--- src/rtl/lane_issue_seq_if.sv ---
// lane_issue_seq_if: command, bank-conflict, retire and register-read signals of the lane issue sequencer.
interface lane_issue_seq_if #(parameter int IDX_W = 8, parameter int LEN_W = 8);
  logic             I_Cmd_Valid;
  logic             O_Cmd_Ready;
  logic [LEN_W-1:0] I_Cmd_Len;
  logic             I_Cmd_Use_Odd;
  logic             I_Cmd_Use_Even;
  logic [IDX_W-1:0] I_Cmd_Base_Odd;
  logic [IDX_W-1:0] I_Cmd_Base_Even;
  logic             I_WB_Odd;
  logic             I_WB_Even;
  logic             I_Stall;
  logic             I_Done;
  logic             O_Rd_Valid;
  logic             O_Rd_Odd_Req;
  logic             O_Rd_Even_Req;
  logic [IDX_W-1:0] O_Rd_Odd_Idx;
  logic [IDX_W-1:0] O_Rd_Even_Idx;
  logic             O_Rd_Last;
  logic             O_Commit;
  logic             O_Busy;
  logic             O_Err;
  modport master (
    output I_Cmd_Valid, I_Cmd_Len, I_Cmd_Use_Odd, I_Cmd_Use_Even, I_Cmd_Base_Odd, I_Cmd_Base_Even,
    output I_WB_Odd, I_WB_Even, I_Stall, I_Done,
    input  O_Cmd_Ready, O_Rd_Valid, O_Rd_Odd_Req, O_Rd_Even_Req, O_Rd_Odd_Idx, O_Rd_Even_Idx,
    input  O_Rd_Last, O_Commit, O_Busy, O_Err
  );
  modport slave (
    input  I_Cmd_Valid, I_Cmd_Len, I_Cmd_Use_Odd, I_Cmd_Use_Even, I_Cmd_Base_Odd, I_Cmd_Base_Even,
    input  I_WB_Odd, I_WB_Even, I_Stall, I_Done,
    output O_Cmd_Ready, O_Rd_Valid, O_Rd_Odd_Req, O_Rd_Even_Req, O_Rd_Odd_Idx, O_Rd_Even_Idx,
    output O_Rd_Last, O_Commit, O_Busy, O_Err
  );
endinterface

--- src/rtl/lane_issue_seq.sv ---
// lane_issue_seq: turns one vector command into per-element odd/even bank read requests,
// stalling on write-back conflicts, back-pressure and the in-flight cap, then commits once all retire.
module lane_issue_seq #(
  parameter int IDX_W = 8,
  parameter int LEN_W = 8,
  parameter int MAX_INFLIGHT = 8
) (
  input logic clock,
  input logic reset,
  lane_issue_seq_if.slave bus
);
  localparam int IF_W = $clog2(MAX_INFLIGHT + 1);
  localparam logic [IF_W-1:0] MAX_IF = IF_W'(MAX_INFLIGHT);
  typedef enum logic [1:0] {IDLE, ISSUE, DRAIN} state_t;
  state_t state_q, state_d;
  logic [LEN_W-1:0] len_q, len_d, elem_cnt_q, elem_cnt_d;
  logic [IDX_W-1:0] base_odd_q, base_odd_d, base_even_q, base_even_d;
  logic use_odd_q, use_odd_d, use_even_q, use_even_d;
  logic [IF_W-1:0] inflight_q, inflight_d;
  logic err_q, err_d;
  logic stall, issue, last, done_ok, commit;
  always_comb begin
    state_d = state_q;
    len_d = len_q;
    elem_cnt_d = elem_cnt_q;
    base_odd_d = base_odd_q;
    base_even_d = base_even_q;
    use_odd_d = use_odd_q;
    use_even_d = use_even_q;
    stall = bus.I_Stall | (use_odd_q & bus.I_WB_Odd) | (use_even_q & bus.I_WB_Even) | (inflight_q == MAX_IF);
    issue = (state_q == ISSUE) & ~stall;
    last = elem_cnt_q == len_q - LEN_W'(1);
    // a retire only counts if something is (or is becoming) in flight
    done_ok = bus.I_Done & ((inflight_q != '0) | issue);
    inflight_d = inflight_q + IF_W'(issue) - IF_W'(done_ok);
    err_d = err_q | (bus.I_Done & ~done_ok);
    commit = (state_q == DRAIN) & (inflight_q == '0);
    if (state_q == IDLE && bus.I_Cmd_Valid) begin
      len_d = bus.I_Cmd_Len;
      use_odd_d = bus.I_Cmd_Use_Odd;
      use_even_d = bus.I_Cmd_Use_Even;
      base_odd_d = bus.I_Cmd_Base_Odd;
      base_even_d = bus.I_Cmd_Base_Even;
      elem_cnt_d = '0;
      state_d = bus.I_Cmd_Len == '0 ? DRAIN : ISSUE;
    end
    if (issue) begin
      elem_cnt_d = elem_cnt_q + LEN_W'(1);
      state_d = last ? DRAIN : ISSUE;
    end
    if (commit) state_d = IDLE;
  end
  always_ff @(posedge clock) begin
    if (reset) begin
      state_q <= IDLE;
      len_q <= '0;
      elem_cnt_q <= '0;
      base_odd_q <= '0;
      base_even_q <= '0;
      use_odd_q <= 1'b0;
      use_even_q <= 1'b0;
      inflight_q <= '0;
      err_q <= 1'b0;
    end else begin
      state_q <= state_d;
      len_q <= len_d;
      elem_cnt_q <= elem_cnt_d;
      base_odd_q <= base_odd_d;
      base_even_q <= base_even_d;
      use_odd_q <= use_odd_d;
      use_even_q <= use_even_d;
      inflight_q <= inflight_d;
      err_q <= err_d;
    end
  end
  assign bus.O_Cmd_Ready = state_q == IDLE;
  assign bus.O_Rd_Valid = issue;
  assign bus.O_Rd_Odd_Req = issue & use_odd_q;
  assign bus.O_Rd_Even_Req = issue & use_even_q;
  assign bus.O_Rd_Odd_Idx = issue ? base_odd_q + IDX_W'(elem_cnt_q) : '0;
  assign bus.O_Rd_Even_Idx = issue ? base_even_q + IDX_W'(elem_cnt_q) : '0;
  assign bus.O_Rd_Last = issue & last;
  assign bus.O_Commit = commit;
  assign bus.O_Busy = state_q != IDLE;
  assign bus.O_Err = err_q;
endmodule

--- src/flat_wrapper.sv ---
// flat-port wrapper written by rule: the top's interface ports become plain ports
module lane_issue_seq_flat 
#(
  parameter int IDX_W = 8,
  parameter int LEN_W = 8,
  parameter int MAX_INFLIGHT = 8
)
  (clock, reset, bus_I_Cmd_Valid, bus_I_Cmd_Len, bus_I_Cmd_Use_Odd, bus_I_Cmd_Use_Even, bus_I_Cmd_Base_Odd, bus_I_Cmd_Base_Even, bus_I_WB_Odd, bus_I_WB_Even, bus_I_Stall, bus_I_Done, bus_O_Cmd_Ready, bus_O_Rd_Valid, bus_O_Rd_Odd_Req, bus_O_Rd_Even_Req, bus_O_Rd_Odd_Idx, bus_O_Rd_Even_Idx, bus_O_Rd_Last, bus_O_Commit, bus_O_Busy, bus_O_Err);
  lane_issue_seq_if #(.IDX_W(IDX_W), .LEN_W(LEN_W)) bus_i ();
  input logic clock;
  input logic reset;
  input wire logic [$bits(bus_i.I_Cmd_Valid)-1:0] bus_I_Cmd_Valid;
  input wire logic [$bits(bus_i.I_Cmd_Len)-1:0] bus_I_Cmd_Len;
  input wire logic [$bits(bus_i.I_Cmd_Use_Odd)-1:0] bus_I_Cmd_Use_Odd;
  input wire logic [$bits(bus_i.I_Cmd_Use_Even)-1:0] bus_I_Cmd_Use_Even;
  input wire logic [$bits(bus_i.I_Cmd_Base_Odd)-1:0] bus_I_Cmd_Base_Odd;
  input wire logic [$bits(bus_i.I_Cmd_Base_Even)-1:0] bus_I_Cmd_Base_Even;
  input wire logic [$bits(bus_i.I_WB_Odd)-1:0] bus_I_WB_Odd;
  input wire logic [$bits(bus_i.I_WB_Even)-1:0] bus_I_WB_Even;
  input wire logic [$bits(bus_i.I_Stall)-1:0] bus_I_Stall;
  input wire logic [$bits(bus_i.I_Done)-1:0] bus_I_Done;
  output wire logic [$bits(bus_i.O_Cmd_Ready)-1:0] bus_O_Cmd_Ready;
  output wire logic [$bits(bus_i.O_Rd_Valid)-1:0] bus_O_Rd_Valid;
  output wire logic [$bits(bus_i.O_Rd_Odd_Req)-1:0] bus_O_Rd_Odd_Req;
  output wire logic [$bits(bus_i.O_Rd_Even_Req)-1:0] bus_O_Rd_Even_Req;
  output wire logic [$bits(bus_i.O_Rd_Odd_Idx)-1:0] bus_O_Rd_Odd_Idx;
  output wire logic [$bits(bus_i.O_Rd_Even_Idx)-1:0] bus_O_Rd_Even_Idx;
  output wire logic [$bits(bus_i.O_Rd_Last)-1:0] bus_O_Rd_Last;
  output wire logic [$bits(bus_i.O_Commit)-1:0] bus_O_Commit;
  output wire logic [$bits(bus_i.O_Busy)-1:0] bus_O_Busy;
  output wire logic [$bits(bus_i.O_Err)-1:0] bus_O_Err;
  assign bus_i.I_Cmd_Valid = bus_I_Cmd_Valid;
  assign bus_i.I_Cmd_Len = bus_I_Cmd_Len;
  assign bus_i.I_Cmd_Use_Odd = bus_I_Cmd_Use_Odd;
  assign bus_i.I_Cmd_Use_Even = bus_I_Cmd_Use_Even;
  assign bus_i.I_Cmd_Base_Odd = bus_I_Cmd_Base_Odd;
  assign bus_i.I_Cmd_Base_Even = bus_I_Cmd_Base_Even;
  assign bus_i.I_WB_Odd = bus_I_WB_Odd;
  assign bus_i.I_WB_Even = bus_I_WB_Even;
  assign bus_i.I_Stall = bus_I_Stall;
  assign bus_i.I_Done = bus_I_Done;
  assign bus_O_Cmd_Ready = bus_i.O_Cmd_Ready;
  assign bus_O_Rd_Valid = bus_i.O_Rd_Valid;
  assign bus_O_Rd_Odd_Req = bus_i.O_Rd_Odd_Req;
  assign bus_O_Rd_Even_Req = bus_i.O_Rd_Even_Req;
  assign bus_O_Rd_Odd_Idx = bus_i.O_Rd_Odd_Idx;
  assign bus_O_Rd_Even_Idx = bus_i.O_Rd_Even_Idx;
  assign bus_O_Rd_Last = bus_i.O_Rd_Last;
  assign bus_O_Commit = bus_i.O_Commit;
  assign bus_O_Busy = bus_i.O_Busy;
  assign bus_O_Err = bus_i.O_Err;
  lane_issue_seq #(.IDX_W(IDX_W), .LEN_W(LEN_W), .MAX_INFLIGHT(MAX_INFLIGHT)) u_core (.clock(clock), .reset(reset), .bus(bus_i));
endmodule
--- config.mk ---
export PLATFORM = sky130hd
export DESIGN_NAME = lane_issue_seq_flat
export DESIGN_NICKNAME = d
export VERILOG_FILES = /design/src/rtl/lane_issue_seq_if.sv /design/src/rtl/lane_issue_seq.sv /design/src/flat_wrapper.sv
export SDC_FILE = /design/constraint.sdc
export NUM_CORES = 1
export LEC_CHECK = 0
export BUFFER_PORTS_ARGS = -buffer_cell sky130_fd_sc_hd__buf_2
export CORE_ASPECT_RATIO = 1.1
export CORE_UTILIZATION = 45
export DETAILED_ROUTE_END_ITERATION = 10
export PLACE_DENSITY_LB_ADDON = 0.15
export SLEW_MARGIN = 40
export SYNTH_ARGS = -nofsm -noshare
export SYNTH_HDL_FRONTEND = slang
export SYNTH_SLANG_ARGS = --single-unit
--- constraint.sdc ---
create_clock -name clock -period 3.1 [get_ports clock]
set_clock_uncertainty 0.2 [all_clocks]
set_input_delay 0.62 -clock clock [delete_from_list [all_inputs] [get_ports clock]]
set_output_delay 0.62 -clock clock [all_outputs]
set_load 0.02 [all_outputs]
==> results of run 1 <==
sequential cells by signal, summed over array words and instances (netlist names):
name and cells:
u_core.use_odd_q 1, u_core.base_even_q 8, u_core.len_q 8, u_core.state_q 2
u_core.inflight_q 4, u_core.use_even_q 1, u_core.base_odd_q 8, u_core.bus.O_Err 1
u_core.elem_cnt_q 8
per-layer routing:
layer	share of wire	GRT usage	up-vias
met5	0	0	-
met4	0.013	0.0642	0
met3	0.027	0.0376	6
met2	0.49	0.376	38
met1	0.47	0.267	1125
li1	-	-	1240
worst paths after layout:
kind,startpoint,end,slack (ns),cells past startpoint
setup / recovery,u_core.elem_cnt_q[0],bus_O_Rd_Odd_Idx[6],0.11,8
hold / removal,u_core.base_odd_q[4],u_core.base_odd_q[4],0.27,2
setup reg to reg,u_core.inflight_q[2],u_core.inflight_q[2],0.26,13
hold reg to reg,u_core.base_odd_q[4],u_core.base_odd_q[4],0.27,2
synth_stat cells (4+ instances only):
| cell type | number |
|---|---|
| and3_1 | 4 |
| clkbuf_1 | 7 |
| o21ai_0 | 8 |
| nand3_1 | 8 |
| nor2b_1 | 5 |
| a211oi_1 | 4 |
| dfxtp_1 | 41 |
| a21o_1 | 7 |
| a21oi_1 | 41 |
| inv_1 | 8 |
| nand2_1 | 59 |
| nor3_1 | 5 |
| xnor2_1 | 14 |
| ha_1 | 22 |
| xor2_1 | 10 |
| and2_1 | 6 |
| nor2_1 | 31 |
cells by family after synthesis:
logic type,after synthesis
compound gates,73
xor+xnor,24
fa+ha+maj,25
buf+inv,24
flops,41
mux,2
simple gates,138
report_power, final:
group / total (W) / internal, W / switching (W)
clock network: 0.000451 / 0.000263 / 0.000189
logic: 0.000441 / 0.000209 / 0.000232
registers: 0.000613 / 0.000575 / 0.0000383
layout make-up:
| cell class | count | share of cell area |
|---|---|---|
| clock inverters | 1 | 0.00937 |
| multi-input cells | 262 | 0.537 |
| repair buffers | 69 | 0.126 |
| flip-flops and latches | 41 | 0.260 |
| well taps | 75 | 0.0293 |
| inverters | 9 | 0.0121 |
| clock buffers | 7 | 0.0269 |
critical path: stages, from the launching register on:
cell and delay (ns):
dfxtp_4 0.39, ha_1 0.21, fa_1 0.41, a21o_1 0.18, a21oi_2 0.17, o21ai_0 0.14
xnor2_1 0.14, nor2_1 0.08, buf_2 0.16
through the flow:
stage / hold WS [ns] / power [W]
2_1_floorplan: 0.241 / 0.000939
3_3_place_gp: 0.254 / 0.00104
3_5_place_dp: 0.251 / 0.00106
4_1_cts: 0.266 / 0.00152
5_1_grt: 0.279 / 0.00161
6_report: 0.265 / 0.00151
repair_timing:
action,4_1_cts,5_1_grt
endpoints found under the hold margin,0,0
resized for setup,7,17
pin swaps,0,3
endpoints found under the setup margin,5,10
==> metrics.md, run 1 <==
| Metric | Value |
|---|---|
| GR Util All Layers | 0.215 |
| Setup TNS | 0 ns |
| Clk Latency, worst-skew pair | ~0.30 ns |
| Synth Area in Compound Gates | 0.180 |
| Placed inst area | 3030 sq um |
| Initial drt markers | between 90 and 100 |
| Layout cells sized above 1 | 0.252 |
| Initial core utilization | 0.480 |
| LEAKAGE | between 1 and 1.5 nW |
| GPL Wtd Cong | around 0.8 |
| Clock H-tree levels | 2 |
| Die width | roughly 75 um |
| Core ar. | between 5000 and 6000 sq um |
| Die area | roughly 6200 sq um |
| CTS Sinks | 41 |
| Cells after synthesis | roughly 330 |
| Fillers | roughly 540 |
| Mux cell area share after synthesis | 0.00759 |
| Vias per Instance | between 5 and 6 |
| Avg Inst Size Synth | roughly 8.1 sq um |
| Area of the multi-input gates | ~1700 sq um |
| Initial antenna violation count | 0 |
| Largest family of logic cells by synthesized area | simple AND/OR/NAND/NOR gates |
| WL final | between 6 and 7 mm |
| Die Ht | 82.3 um |
| Net Count, Synth | 385 |
| Post-CTS setup buffers | 0 |
| Num ports | 57 |
| Post-synth EDFFs | 0 |
| RSZ-0062 raised after global routing | true |
| P per Cell Area | approximately 470 nW/um^2 |
| Crit start category | flop |
| Ranking of synthesized cells by area | dfxtp_1 (31%), ha_1 (10%), nand2_1 (8.4%), a21oi_1 (7.8%), xnor2_1 (4.6%) |
| Worst path arrival time | about 2.2 ns |
| Final Cycle Share | 0.965 |
| Synthesized cell area | 2640 sq um |
| Worst endpoint required time | ~2.3 ns |
| Clock-pin slew on the worst setup and hold paths | roughly 0.080 ns |
| Clk root buf | clkbuf_8 |
| Place WS | -0.0828 ns |
| Post-synthesis adder-cell area fraction | 0.127 |
| CP Max Fanout | 7 |
| Most frequent cells in the layout | nand2_1 (59), buf_2 (52), a21oi_1 (39) |
| Fmax | between 0.3 and 0.4 GHz |
| YS warnings | 0 |
| DR DRC count | 0 |
| Simple-Gate Fraction of Synth Area | 0.248 |
| Outcome | completed |
| Detailed Routing Iterations Pass 1 | 4 |
| Hold buffer count at cts | 0 |
| Routed WL per cell | approximately 13 um |
| XOR/XNOR Fraction of Synth Area | 0.0797 |
| CTS tree | done |
| Maximum clock insertion buffer count | 2 |
| Slew HR | 0.534 |
| Global-route wire length before repair | 10.0 mm |
| Ys async rst share | 0 |
| Seq/Total Area, Yosys | 0.311 |
| Post-Layout Cell Count | around 460 |
| Final hold violations | 0 |
| CP Class | flop to output pin |
| Cts bufs inserted | 5 |
| Hold crit path type | flop to flop |
| Setup-failing EPs final | 0 |
| Row Count | 28 |
| Net count, final | 446 |
| Largest net degree at the start of global routing | 34 |
| Detailed placer's ending HPWL | about 4.5 mm |
| Area delta synth->final | 21.5% |
| Post-route ant nets | 0 |
| Yosys cell types | 45 |
| Final Max Tran Viols | 0 |
| Setup slack after layout | 0.107 ns |
| Worst vdd ir | between 0.0004 and 0.0005 V |
| Critical Path End Type | output pin |
| Slew @ Worst Pin | roughly 0.70 ns |
| Vias | ~2,400 |
| Final worst path period need | between 2 and 3 ns |
| Commonest non-fill, non-tap cell in the layout | nand2_1 |
| Gr ovfl total | 0 |
| Synthesized flop and latch total | slightly above 40 |
| Top cell type's share of synthesized area | 0.311 |
| Max Cap Viol | 0 |
| Finished Core Util | 0.583 |
| Top_reg_cell synth | dfxtp_1 |
| Cells after DPL | about 460 |
| Vias in the first global route | between 2,000 and 2,500 |
| Input/output buffers | 56 |
| Post-route cell area | 3210 sq um |
| Antenna diodes | 0 |
| Register area | around 830 sq um |
| Top cell type by total area after synthesis | dfxtp_1 |
(Power assumes the default switching activity.)
==> inputs of run 2 (changes only) <==
CORE_ASPECT_RATIO = default   (was 1.1)
PLACE_DENSITY_LB_ADDON = 0.3   (was 0.15)
==> run 2 against run 1 <==
Against the previous run:
- non-clock buffer count fell by 2
- setup slack better by 0.0074 ns
- cell count down 1.3%
- sequential power hardly changed
- total power is 2.4% lower
- design area decreased by 1.2%
- critical path depth is 1 lower
- global-route usage shrank 0.66 points
- die area about the same
- first-iteration DRC count is 29% higher
- count of clock-buffer cells in the layout is 2 lower
- critical endpoint is now bus_O_Rd_Even_Idx[7]
- highest routed layer unchanged
==> metrics.md, run 2 (same netlist as run 1, synthesis figures left out) <==
| Metric | Value |
|---|---|
| Clk root buf | clkbuf_8 |
| Slew @ Worst Pin | ~0.64 ns |
| Cts bufs inserted | 5 |
| Worst Hold Endpoint | u_core.base_even_q[6] |
| LEAKAGE | between 1 and 1.5 nW |
| Worst endpoint required time | between 2 and 2.5 ns |
| Initial antenna violation count | 0 |
| Num ports | 57 |
| Antenna diodes | 0 |
| Row Count | 27 |
| Worst R2R Path Depth | 14 |
| CP Class | flop to output pin |
| Final Max Tran Viols | 0 |
| GPL Wtd Cong | between 0.8 and 0.9 |
| RSZ-0062 raised after global routing | true |
| Worst Hold Depth | 2 |
| Initial drt markers | 120 |
| Input/output buffers | 56 |
| Max Cap Viol | 0 |
| Flop2flop setup slack | around 0.25 ns |
| Final worst path period need | between 2 and 3 ns |
| Slew HR | 0.575 |
| Maximum clock insertion buffer count | 2 |
| Fmax | between 0.3 and 0.4 GHz |
| GR Util All Layers | 0.208 |
| Fillers | between 500 and 600 |
| Die Ht | between 70 and 80 um |
| Initial core utilization | 0.473 |
| Detailed Routing Iterations Pass 1 | 4 |
| Die width | 78.6 um |
| CP Max Fanout | 3 |
| Detailed placer's ending HPWL | 4.52 mm |
| Register area | about 830 sq um |
| Clk Latency, worst-skew pair | between 0.2 and 0.3 ns |
| Net count, final | ~440 |
| Clock H-tree levels | 2 |
| Largest net degree at the start of global routing | 32 |
| Final Cycle Share | 0.963 |
| Post-route cell area | between 3000 and 4000 sq um |
| Worst r2r dst | u_core.inflight_q[3] |
| Area of the multi-input gates | roughly 1700 sq um |
| CTS tree | done |
| Worst path arrival time | about 2.2 ns |
| Worst vdd ir | 0.000359 V |
| P per Cell Area | 464 nW/um^2 |
| Crit start category | flop |
| Vias per Instance | between 5 and 6 |
| Clock-pin slew on the worst setup and hold paths | 0.08 ns |
| Global-route wire length before repair | 10.2 mm |
| Commonest non-fill, non-tap cell in the layout | nand2_1 |
| Final hold violations | 0 |
| Vias in the first global route | about 2,300 |
| CTS Sinks | between 40 and 50 |
| Core ar. | between 5000 and 6000 sq um |
| Routed WL per cell | between 10 and 15 um |
| Placed inst area | about 3000 sq um |
| Area delta synth->final | 20.1% |
| Critical Path End Type | output pin |
| Gr ovfl total | 0 |
| Layout cells sized above 1 | 0.249 |
| DR DRC count | 0 |
| Hold buffer count at cts | 0 |
| Setup-failing EPs final | 0 |
| Outcome | completed |
| WL final | 5.96 mm |
| Post-route ant nets | 0 |
| Hold path start | u_core.base_even_q[6] |
| Post-CTS setup buffers | 0 |
| Setup TNS | 0 ns |
| Die area | slightly above 6000 sq um |
| Vias | ~2,400 |
| R2R Path Start | u_core.inflight_q[2] |
| Most frequent cells in the layout | nand2_1 (59), buf_2 (53), a21oi_1 (39) |
| Hold crit path type | flop to flop |
==> run 2: worst max-delay path by stage <==
stage	start	end	slack (ns)	depth (start not counted)
after detailed placement	bus_I_WB_Odd	u_core.inflight_q[3]	-0.13	13
after floorplan	bus_I_WB_Odd	u_core.inflight_q[1]	0.03	12
final	u_core.base_even_q[1]	bus_O_Rd_Even_Idx[7]	0.11	7
after CTS	u_core.elem_cnt_q[0]	bus_O_Rd_Even_Idx[6]	0.01	8
after global routing	u_core.elem_cnt_q[0]	bus_O_Rd_Even_Idx[6]	-0.008	8
after global placement	bus_I_WB_Odd	u_core.inflight_q[1]	-0.01	11
==> run 2: cell type report <==
class | count | area share
Inverter | 9 | 0.0122
Clock inverter | 2 | 0.0111
Clock buffer | 5 | 0.0217
Timing Repair Buffer | 67 | 0.122
Multi-Input combinational cell | 262 | 0.541
Tap cell | 72 | 0.0284
Sequential cell | 41 | 0.263
==> run 2: critical path, cell delays in order (launching register included) <==
cell and delay [ns]:
dfxtp_1 0.41, ha_1 0.26, a21o_1 0.15, a21o_1 0.21
a2111oi_1 0.39, o21bai_1 0.12, mux2i_1 0.15, buf_2 0.18
==> run 2: timing repair <==
| item | in CTS | in global routing |
|---|---|---|
| gates resized for setup | 5 | 17 |
| pin swaps | 0 | 2 |
| endpoints found under the setup margin | 5 | 6 |
==> run 2: power by group <==
part | switching, W | internal [W]
Sequential | 0.0000373 | 0.000575
Combinational | 0.000231 | 0.000206
Clock | 0.000186 | 0.000234
==> run 2: per-layer routing <==
layer  routed length [um]  up-vias  track usage
li1                     -     1236            -
met1                 2760     1136        0.255
met2                 2920       44        0.366
met3                  222        7       0.0407
met4                   62        0       0.0574
met5                    0        -            0
==> run 2: through the flow <==
stage	utilization	total power, W	setup slack, ns	hold WS [ns]	std cells
finish	0.568	0.00147	0.115	0.264	458
global route	0.568	0.00158	-0.00787	0.284	458
CTS	0.560	0.00148	0.0129	0.266	458
detailed placement	0.539	0.00106	-0.129	0.254	451
global placement	0.539	0.00104	-0.0106	0.249	451
floorplan	-	0.000939	0.0282	0.241	327
